==> src/rtl/imem_loader.sv <==
// imem_loader: boot-time writer for the 32-bit instruction memory.
// It receives a byte stream over a valid/ready handshake. The first four bytes
// are a little-endian word count N, followed by 4*N little-endian image bytes.
// Each assembled word is written to consecutive word-aligned byte addresses.
// The CPU is held in reset until the whole image has been written.
//
// Ports:
//   clock       rising-edge system clock
//   reset       asynchronous active-high reset
//   start       one-cycle load request, honoured in IDLE/DONE/ERROR
//   byte_valid  byte_data is valid this cycle
//   byte_data   stream byte
//   byte_ready  loader accepts a byte this cycle (high in LEN and DATA)
//   we          one-cycle instruction memory write strobe
//   waddr       byte address of the write (word aligned)
//   wdata       assembled instruction word
//   cpu_hold    keeps the CPU in reset while high
//   done        level: image loaded successfully
//   error       level: image length exceeded DEPTH
module imem_loader #(
  parameter int WIDTH = 32,
  parameter int DEPTH = 2048
) (
  input  logic             clock,
  input  logic             reset,
  input  logic             start,
  input  logic             byte_valid,
  input  logic [7:0]       byte_data,
  output logic             byte_ready,
  output logic             we,
  output logic [WIDTH-1:0] waddr,
  output logic [WIDTH-1:0] wdata,
  output logic             cpu_hold,
  output logic             done,
  output logic             error
);

  localparam int WCW = $clog2(DEPTH) + 1;

  typedef enum logic [2:0] {
    S_IDLE,
    S_LEN,
    S_DATA,
    S_DONE,
    S_ERROR
  } state_e;

  state_e           state_q;
  logic [1:0]       bcnt_q;
  logic [WCW-1:0]   wcnt_q;
  logic [WIDTH-1:0] len_q;
  logic [WIDTH-1:0] word_q;
  logic             byte_ready_q;
  logic             we_q;
  logic [WIDTH-1:0] waddr_q;
  logic [WIDTH-1:0] wdata_q;
  logic             cpu_hold_q;
  logic             done_q;
  logic             error_q;

  logic             accept;
  logic             restart;
  logic [WIDTH-1:0] len_d;
  logic [WIDTH-1:0] word_d;
  logic [WCW-1:0]   wcnt_d;

  assign accept  = byte_valid & byte_ready_q;
  assign restart = start & ((state_q == S_IDLE) | (state_q == S_DONE) |
                            (state_q == S_ERROR));
  // Bytes shift in from the top so the first byte ends up in bits [7:0].
  assign len_d   = {byte_data, len_q[WIDTH-1:8]};
  assign word_d  = {byte_data, word_q[WIDTH-1:8]};
  assign wcnt_d  = wcnt_q + WCW'(1);

  always_ff @(posedge clock or posedge reset) begin
    if (reset) begin
      state_q      <= S_IDLE;
      bcnt_q       <= '0;
      wcnt_q       <= '0;
      len_q        <= '0;
      word_q       <= '0;
      byte_ready_q <= 1'b0;
      we_q         <= 1'b0;
      waddr_q      <= '0;
      wdata_q      <= '0;
      cpu_hold_q   <= 1'b1;
      done_q       <= 1'b0;
      error_q      <= 1'b0;
    end else begin
      we_q <= 1'b0;
      if (restart) begin
        state_q      <= S_LEN;
        bcnt_q       <= '0;
        wcnt_q       <= '0;
        byte_ready_q <= 1'b1;
        cpu_hold_q   <= 1'b1;
        done_q       <= 1'b0;
        error_q      <= 1'b0;
      end else begin
        case (state_q)
          S_LEN: begin
            if (accept) begin
              len_q  <= len_d;
              bcnt_q <= bcnt_q + 2'd1;
              if (bcnt_q == 2'd3) begin
                if (len_d == '0) begin
                  state_q      <= S_DONE;
                  byte_ready_q <= 1'b0;
                end else if (len_d > WIDTH'(DEPTH)) begin
                  state_q      <= S_ERROR;
                  byte_ready_q <= 1'b0;
                end else begin
                  state_q <= S_DATA;
                end
              end
            end
          end
          S_DATA: begin
            if (accept) begin
              word_q <= word_d;
              bcnt_q <= bcnt_q + 2'd1;
              if (bcnt_q == 2'd3) begin
                // Strobe is registered here, so it appears the cycle after
                // the last byte of the word is accepted.
                we_q    <= 1'b1;
                waddr_q <= WIDTH'(wcnt_q) << 2;
                wdata_q <= word_d;
                wcnt_q  <= wcnt_d;
                if (WIDTH'(wcnt_d) == len_q) begin
                  state_q      <= S_DONE;
                  byte_ready_q <= 1'b0;
                end
              end
            end
          end
          // done/cpu_hold follow one cycle after entering DONE, so they
          // never overlap the final write strobe.
          S_DONE: begin
            done_q     <= 1'b1;
            cpu_hold_q <= 1'b0;
          end
          S_ERROR: begin
            error_q    <= 1'b1;
            cpu_hold_q <= 1'b1;
          end
          default: ;
        endcase
      end
    end
  end

  assign byte_ready = byte_ready_q;
  assign we         = we_q;
  assign waddr      = waddr_q;
  assign wdata      = wdata_q;
  assign cpu_hold   = cpu_hold_q;
  assign done       = done_q;
  assign error      = error_q;

endmodule

==> config.mk <==
export PLATFORM = sky130hd
export DESIGN_NAME = imem_loader
export DESIGN_NICKNAME = d
export VERILOG_FILES = /design/src/rtl/imem_loader.sv
export SDC_FILE = /design/constraint.sdc
export NUM_CORES = 1
export LEC_CHECK = 0
export CAP_MARGIN = 20
export CORE_MARGIN = 10
export CORE_UTILIZATION = 35
export CTS_CLUSTER_DIAMETER = 60
export DETAILED_ROUTE_END_ITERATION = 7
export PLACE_DENSITY = 0.61
export SLEW_MARGIN = 40
export SYNTH_ARGS = -nofsm -noshare
export SYNTH_HDL_FRONTEND = slang
export SYNTH_SLANG_ARGS = --single-unit
==> constraint.sdc <==
create_clock -name clock -period 4.55 [get_ports clock]
set_input_delay 0.6825 -clock clock [delete_from_list [all_inputs] [get_ports clock]]
set_output_delay 0.6825 -clock clock [all_outputs]
set_load 0.005 [all_outputs]
-- Word level (Yosys, flattened, before mapping)
Index checks and enable logic that the tools add are counted.
- bitwise gates (word level): 5
- muxes and demuxes: 35
- order comparisons: 1
- add/sub/neg operators: 2
- reduce and logical (&&, ||, !) cells: 18
- equal/unequal tests: 12
- operators by type and width (kind ; count):
    12-bit two-way mux ; 4
    12-bit by 32-bit equality test with 1-bit output ; 1
    32-bit by 12-bit > comparator with 1-bit output (second input constant) ; 1
    32-bit logical NOT ; 1
    3-bit two-way mux ; 8
    1-bit two-way mux ; 17
    3-bit inequality test (second input constant) ; 5
    12-bit by 1-bit adder with 12-bit output (second input constant) ; 1
    2-bit nonzero test ; 6
    3-bit AND reduction ; 3
    7-bit AND reduction ; 1
    3-bit by 2-bit equality test with 1-bit output (second input constant) ; 2
    2-bit two-way mux ; 3
    3-bit one-hot mux with 2 select lines ; 1
    6-bit AND reduction ; 1
    3-bit nonzero test ; 2
    4-bit inequality test (second input constant) ; 1
    1-bit one-hot mux with 2 select lines ; 2
    4-bit AND reduction ; 1
    3-bit by 1-bit equality test with 1-bit output (second input constant) ; 1
    3-bit equality test (second input constant) ; 1
    3-bit logical NOT ; 1
    2-bit by 1-bit adder with 2-bit output (second input constant) ; 1
    1-bit AND ; 2
    other kinds (5) ; 6
- logic and storage cells: 85
- bits in registers: 130
- bits of input ports: 12
- output and inout port bits: 69

-- Logic depth before layout (Yosys ltp)
- word-level depth: 7
- mapped depth: 10
- depth with buffers taken out: 8

-- Worst setup path after synthesis
No wires, ideal clock.
- kind: reg2reg
- start: register wcnt_q[0]
- end: register state_q[1]
- clock period less this slack: 2280 ps
- stages on the path, launching flop included: 9
- setup time: 131 ps
- path slack: 2270 ps
- arrival: 2149 ps
- required time: 4419 ps
- buffers on the path: 0
- path through: dfrtp_1 -> ha_1 -> xor2_1 -> o2111ai_1 -> o2111ai_1 -> nor4b_2 -> o2111ai_1 -> and3_1 -> or3_1
- cells in the longest elaborated chain, start to end: 4
- RTL lines (element ; RTL line ; RTL):
    start: declaration ; 50 ; logic [WCW-1:0] wcnt_q;
    start signal: assignment ; 128 ; wcnt_q <= wcnt_d;
    12-bit by 1-bit adder with 12-bit output ; 73 ; assign wcnt_d = wcnt_q + WCW'(1);
    12-bit by 32-bit equality test with 1-bit output ; 129 ; if (WIDTH'(wcnt_d) == len_q) begin
    3-bit inequality test (no source line) ; -- ;
    6-bit AND reduction (no source line) ; -- ;
    end signal: assignment ; 77 ; state_q <= S_IDLE;
    end signal: assignment ; 92 ; state_q <= S_LEN;
    end signal: assignment ; 130 ; state_q <= S_DONE;
    end: declaration ; 48 ; state_e state_q;
Every way passes these cells.
A chain may end at the register's enable or synchronous reset.

-- Worst setup path after layout
- start: input port byte_valid
- end: register wcnt_q[6]
- cells in the longest elaborated chain, start to end: 3
- RTL lines (element ; RTL line ; RTL):
    start: declaration ; 27 ; input logic byte_valid,
    1-bit AND ; 67 ; assign accept = byte_valid & byte_ready_q;
    2-bit nonzero test (no source line) ; -- ;
    3-bit AND reduction (no source line) ; -- ;
Every way passes these cells.

==> impl_metrics.env <==
export IMPL_outcome="finished clean"
export IMPL_cts_root_buffer="clkbuf_16"
export IMPL_clk_buf_depth=2
export IMPL_synthDominantCellAreaShare=0.556
export IMPL_post_cts_setup_buffers=0
export IMPL_yosysWarningCount=0
export IMPL_detail_route_wl_per_cell_microns=15.5
export IMPL_worst_setup_path_end_kind="flip-flop"
export IMPL_synthFlopType="dfrtp_1"
export IMPL_hpwlAfterDp_microns=8100
export IMPL_design_core_area_sq_mm=0.0152
export IMPL_crit_required_ns=4.84
export IMPL_worst_ir_drop_vdd_mv=0.334
export IMPL_yosys_mux_area_fraction=0.161
export IMPL_synthesis_instances=473
export IMPL_final_setup_tns_ns=0
export IMPL_worst_setup_hold_path_clk_slew_ns=0.06
export IMPL_number_of_antenna_repair_diodes=0
export IMPL_fin_crit_sh=0.664
export IMPL_library_cell_with_the_largest_summed_area_after_synthesis="dfrtp_1"
export IMPL_total_count_of_hold_check_failures_in_the_final_report=0
export IMPL_layout_drive_gt1_share=0.229
export IMPL_grt_max_degree=59
export IMPL_cts_repair_resize_count=0
export IMPL_fin_hold_ws_ns=0.460
export IMPL_first_iter_violations=193
export IMPL_clk_insertion_delay_late_ns=0.41
export IMPL_rsz0062_at_grt="false"
export IMPL_synth_area_top_cells="dfrtp_1 56%, mux2_2 16%, nand2_1 6.5%"
export IMPL_post_synth_cell_area_avg_sq_um=11.5
export IMPL_cts_inserted_buffers=17
export IMPL_synth_ff_latch_count=122
export IMPL_holdCritPathClass="reg2reg"
export IMPL_grt_pass1_wl_microns=18500
export IMPL_clk_sink_count=122
export IMPL_globalRouteTotalUtil=0.110
export IMPL_power_per_cell_area_mw_per_mm2=623
export IMPL_slew_limit_headroom=0.531
export IMPL_cts_htree_levels=4
export IMPL_worst_r2r_setup_slack_ns=1.62
export IMPL_post_synth_fa_ha_maj_area_fraction=0.00459
export IMPL_area_growth_synth_to_final_pct=23.6
export IMPL_synth_cell_type_count=51
export IMPL_setup_viol_count_final=0
export IMPL_final_cell_count_without_fillers=738
export IMPL_dieWidth_microns=145
export IMPL_buffer_ports_inserted=60
export IMPL_initial_utilization=0.358
export IMPL_antenna_violating_nets_post_route=0
export IMPL_cts_tree="done"
export IMPL_final_max_tran_viols=0
export IMPL_cp_data_arrival_time_ns=3.31
export IMPL_crit_path_max_fanout=25
export IMPL_drt_pre_antenna_iters=4
export IMPL_grt_pass1_vias=3685
export IMPL_synth_xor_area_frac=0.0273
export IMPL_post_synthesis_compound_gate_area_fraction=0.0563
export IMPL_final_clock_skew_ns=0.00880
export IMPL_async_flop_share=1.00
export IMPL_postPlaceCellArea_sq_mm=0.00617
export IMPL_floorplan_die_area_sq_mm=0.0210
export IMPL_synth_top_family_by_area="multiplexers"
export IMPL_share_of_the_yosys_chip_area_belonging_to_registers=0.561
export IMPL_gpl_final_weighted_congestion=0.816
export IMPL_synth_simple_area_share=0.139
export IMPL_ioPinCount=81
export IMPL_finish_instance_area_sq_mm=0.00673
export IMPL_fin_nets=551
export IMPL_remaining_drc_errors=0
export IMPL_avgViaCountPerCell=4.94
export IMPL_synth_enable_flop_cells=0
export IMPL_final_period_minus_worst_setup_slack_ns=3.02
export IMPL_critical_path_startpoint_type="input pin"
export IMPL_die_span_in_y_microns=145
export IMPL_fillCellCount=1388
export IMPL_grt_antenna_before_repair=0
export IMPL_max_freq_mhz=331
export IMPL_post_cts_hold_buffer_count=0
export IMPL_slew_at_the_pin_with_the_worst_max_slew_slack_ns=0.704
export IMPL_postRouteWirelength_microns=11400
export IMPL_detailed_route_via_count=3644
export IMPL_synth_cell_area_sq_mm=0.00545
export IMPL_worst_setup_path_type="in2reg"
export IMPL_power_leakage_nw=3.07
export IMPL_drv_cap=0
export IMPL_grt_remaining_overflow=0
export IMPL_fp_row_count=45
export IMPL_placed_instances=706
==> sequential cells by signal, indices dropped and copies added, names as in the netlist <==
signal      cells
we              1
done            1
len_q          32
waddr          12
cpu_hold        1
state_q         3
wdata          32
byte_ready      1
error           1
word_q         24
bcnt_q          2
wcnt_q         12
==> path summary, 6_finish.rpt <==
check	from	endpoint	depth (start not counted)
max in group asynchronous	reset	bcnt_q[0]	3
max	byte_valid	wcnt_q[6]	10
min in group asynchronous	reset	wdata[14]	2
min reg2reg	word_q[13]	wdata[5]	2
max reg2reg	state_q[0]	wcnt_q[6]	9
min	word_q[13]	wdata[5]	2
==> synth_stat cells (2+ instances only) <==
library cell / n
clkbuf_1: 10
nand3_1: 7
a21o_1: 2
xnor2_1: 10
o41ai_1: 2
a211oi_1: 2
nor4_1: 9
mux2_2: 76
a31oi_1: 3
o2111ai_1: 3
dfrtp_1: 121
o21ai_0: 13
buf_4: 21
o22ai_1: 2
nand3b_1: 3
nand2b_1: 5
nor3_1: 3
and3_1: 4
ha_1: 2
nand2_1: 94
o31ai_1: 6
xor2_1: 7
buf_2: 10
a21oi_1: 4
nor2_1: 19
or3_1: 2
o32a_1: 2
or2_2: 2
mux2i_1: 2
nor3b_1: 2
inv_1: 5
==> placed cells by master, fill, tap and decap left out, drive strengths merged, types with 4 or more instances in the layout <==
| master | n |
|---|---|
| nand3 | 7 |
| clkdlybuf4s50 | 60 |
| nand2b | 6 |
| clkbuf | 22 |
| clkinvlp | 4 |
| o31ai | 6 |
| nand2 | 94 |
| xor2 | 7 |
| buf | 8 |
| mux2 | 76 |
| nor3 | 4 |
| xnor2 | 10 |
| clkinv | 5 |
| inv | 6 |
| a21oi | 4 |
| and3 | 4 |
| nor2 | 19 |
| conb | 20 |
| dfrtp | 121 |
| o21ai | 13 |
| nor4 | 9 |
==> layout make-up <==
cell class | instances | area [sq um] | area share
sequential | 122 | 3050 | 0.454
multi-input combinational | 322 | 2190 | 0.326
timing repair buffer | 68 | 661 | 0.0981
clock buffer | 22 | 474 | 0.0704
tap | 188 | 235 | 0.0349
clock inverter | 10 | 92.6 | 0.0137
inverter | 6 | 25.0 | 0.00372
==> metrics by stage <==
step | worst slack (ns) | util | total power, mW
after floorplan | 0.627 | - | 2.45
after global placement | 1.21 | 0.406 | 2.92
after detailed placement | 1.11 | 0.406 | 2.96
after CTS | 1.50 | 0.443 | 4.25
after global routing | 1.27 | 0.443 | 4.45
final | 1.53 | 0.443 | 4.19
==> worst max-delay path: stages <==
cell and delay [ns]:
clkdlybuf4s50_1 0.41, nand3b_1 0.20, nor2_2 0.05, buf_4 0.24
nand2_1 0.13, clkinv_1 0.47, buf_4 0.40, nor2_1 0.45
o21ai_0 0.18, o41ai_1 0.09
==> per-layer routing <==
metal	vias to the layer above	GRT usage	wire length (microns)	part of all wire
li1	1733	-	-	-
met1	1810	0.140	5230	0.46
met2	84	0.170	5330	0.47
met3	17	0.0303	627	0.055
met4	0	0.0559	228	0.020
met5	-	0	0	0
==> cells by family after synthesis <==
family                   Yosys count
AO/OA/AOI/OAI                     44
XOR/XNOR                          17
adder cells (fa/ha/maj)            2
buffers and inverters             48
flip-flops                       122
multiplexers                      78
other                              1
AND/OR/NAND/NOR                  161
==> report_power, final <==
group	total [mW]	internal, mW	switching, mW	leakage [nW]
sequential	1.80	1.48	0.314	1.58
clock	1.26	0.793	0.471	0.269
combinational	1.13	0.691	0.441	1.21
total	4.19	2.97	1.23	3.07
(Power assumes the default switching activity.)
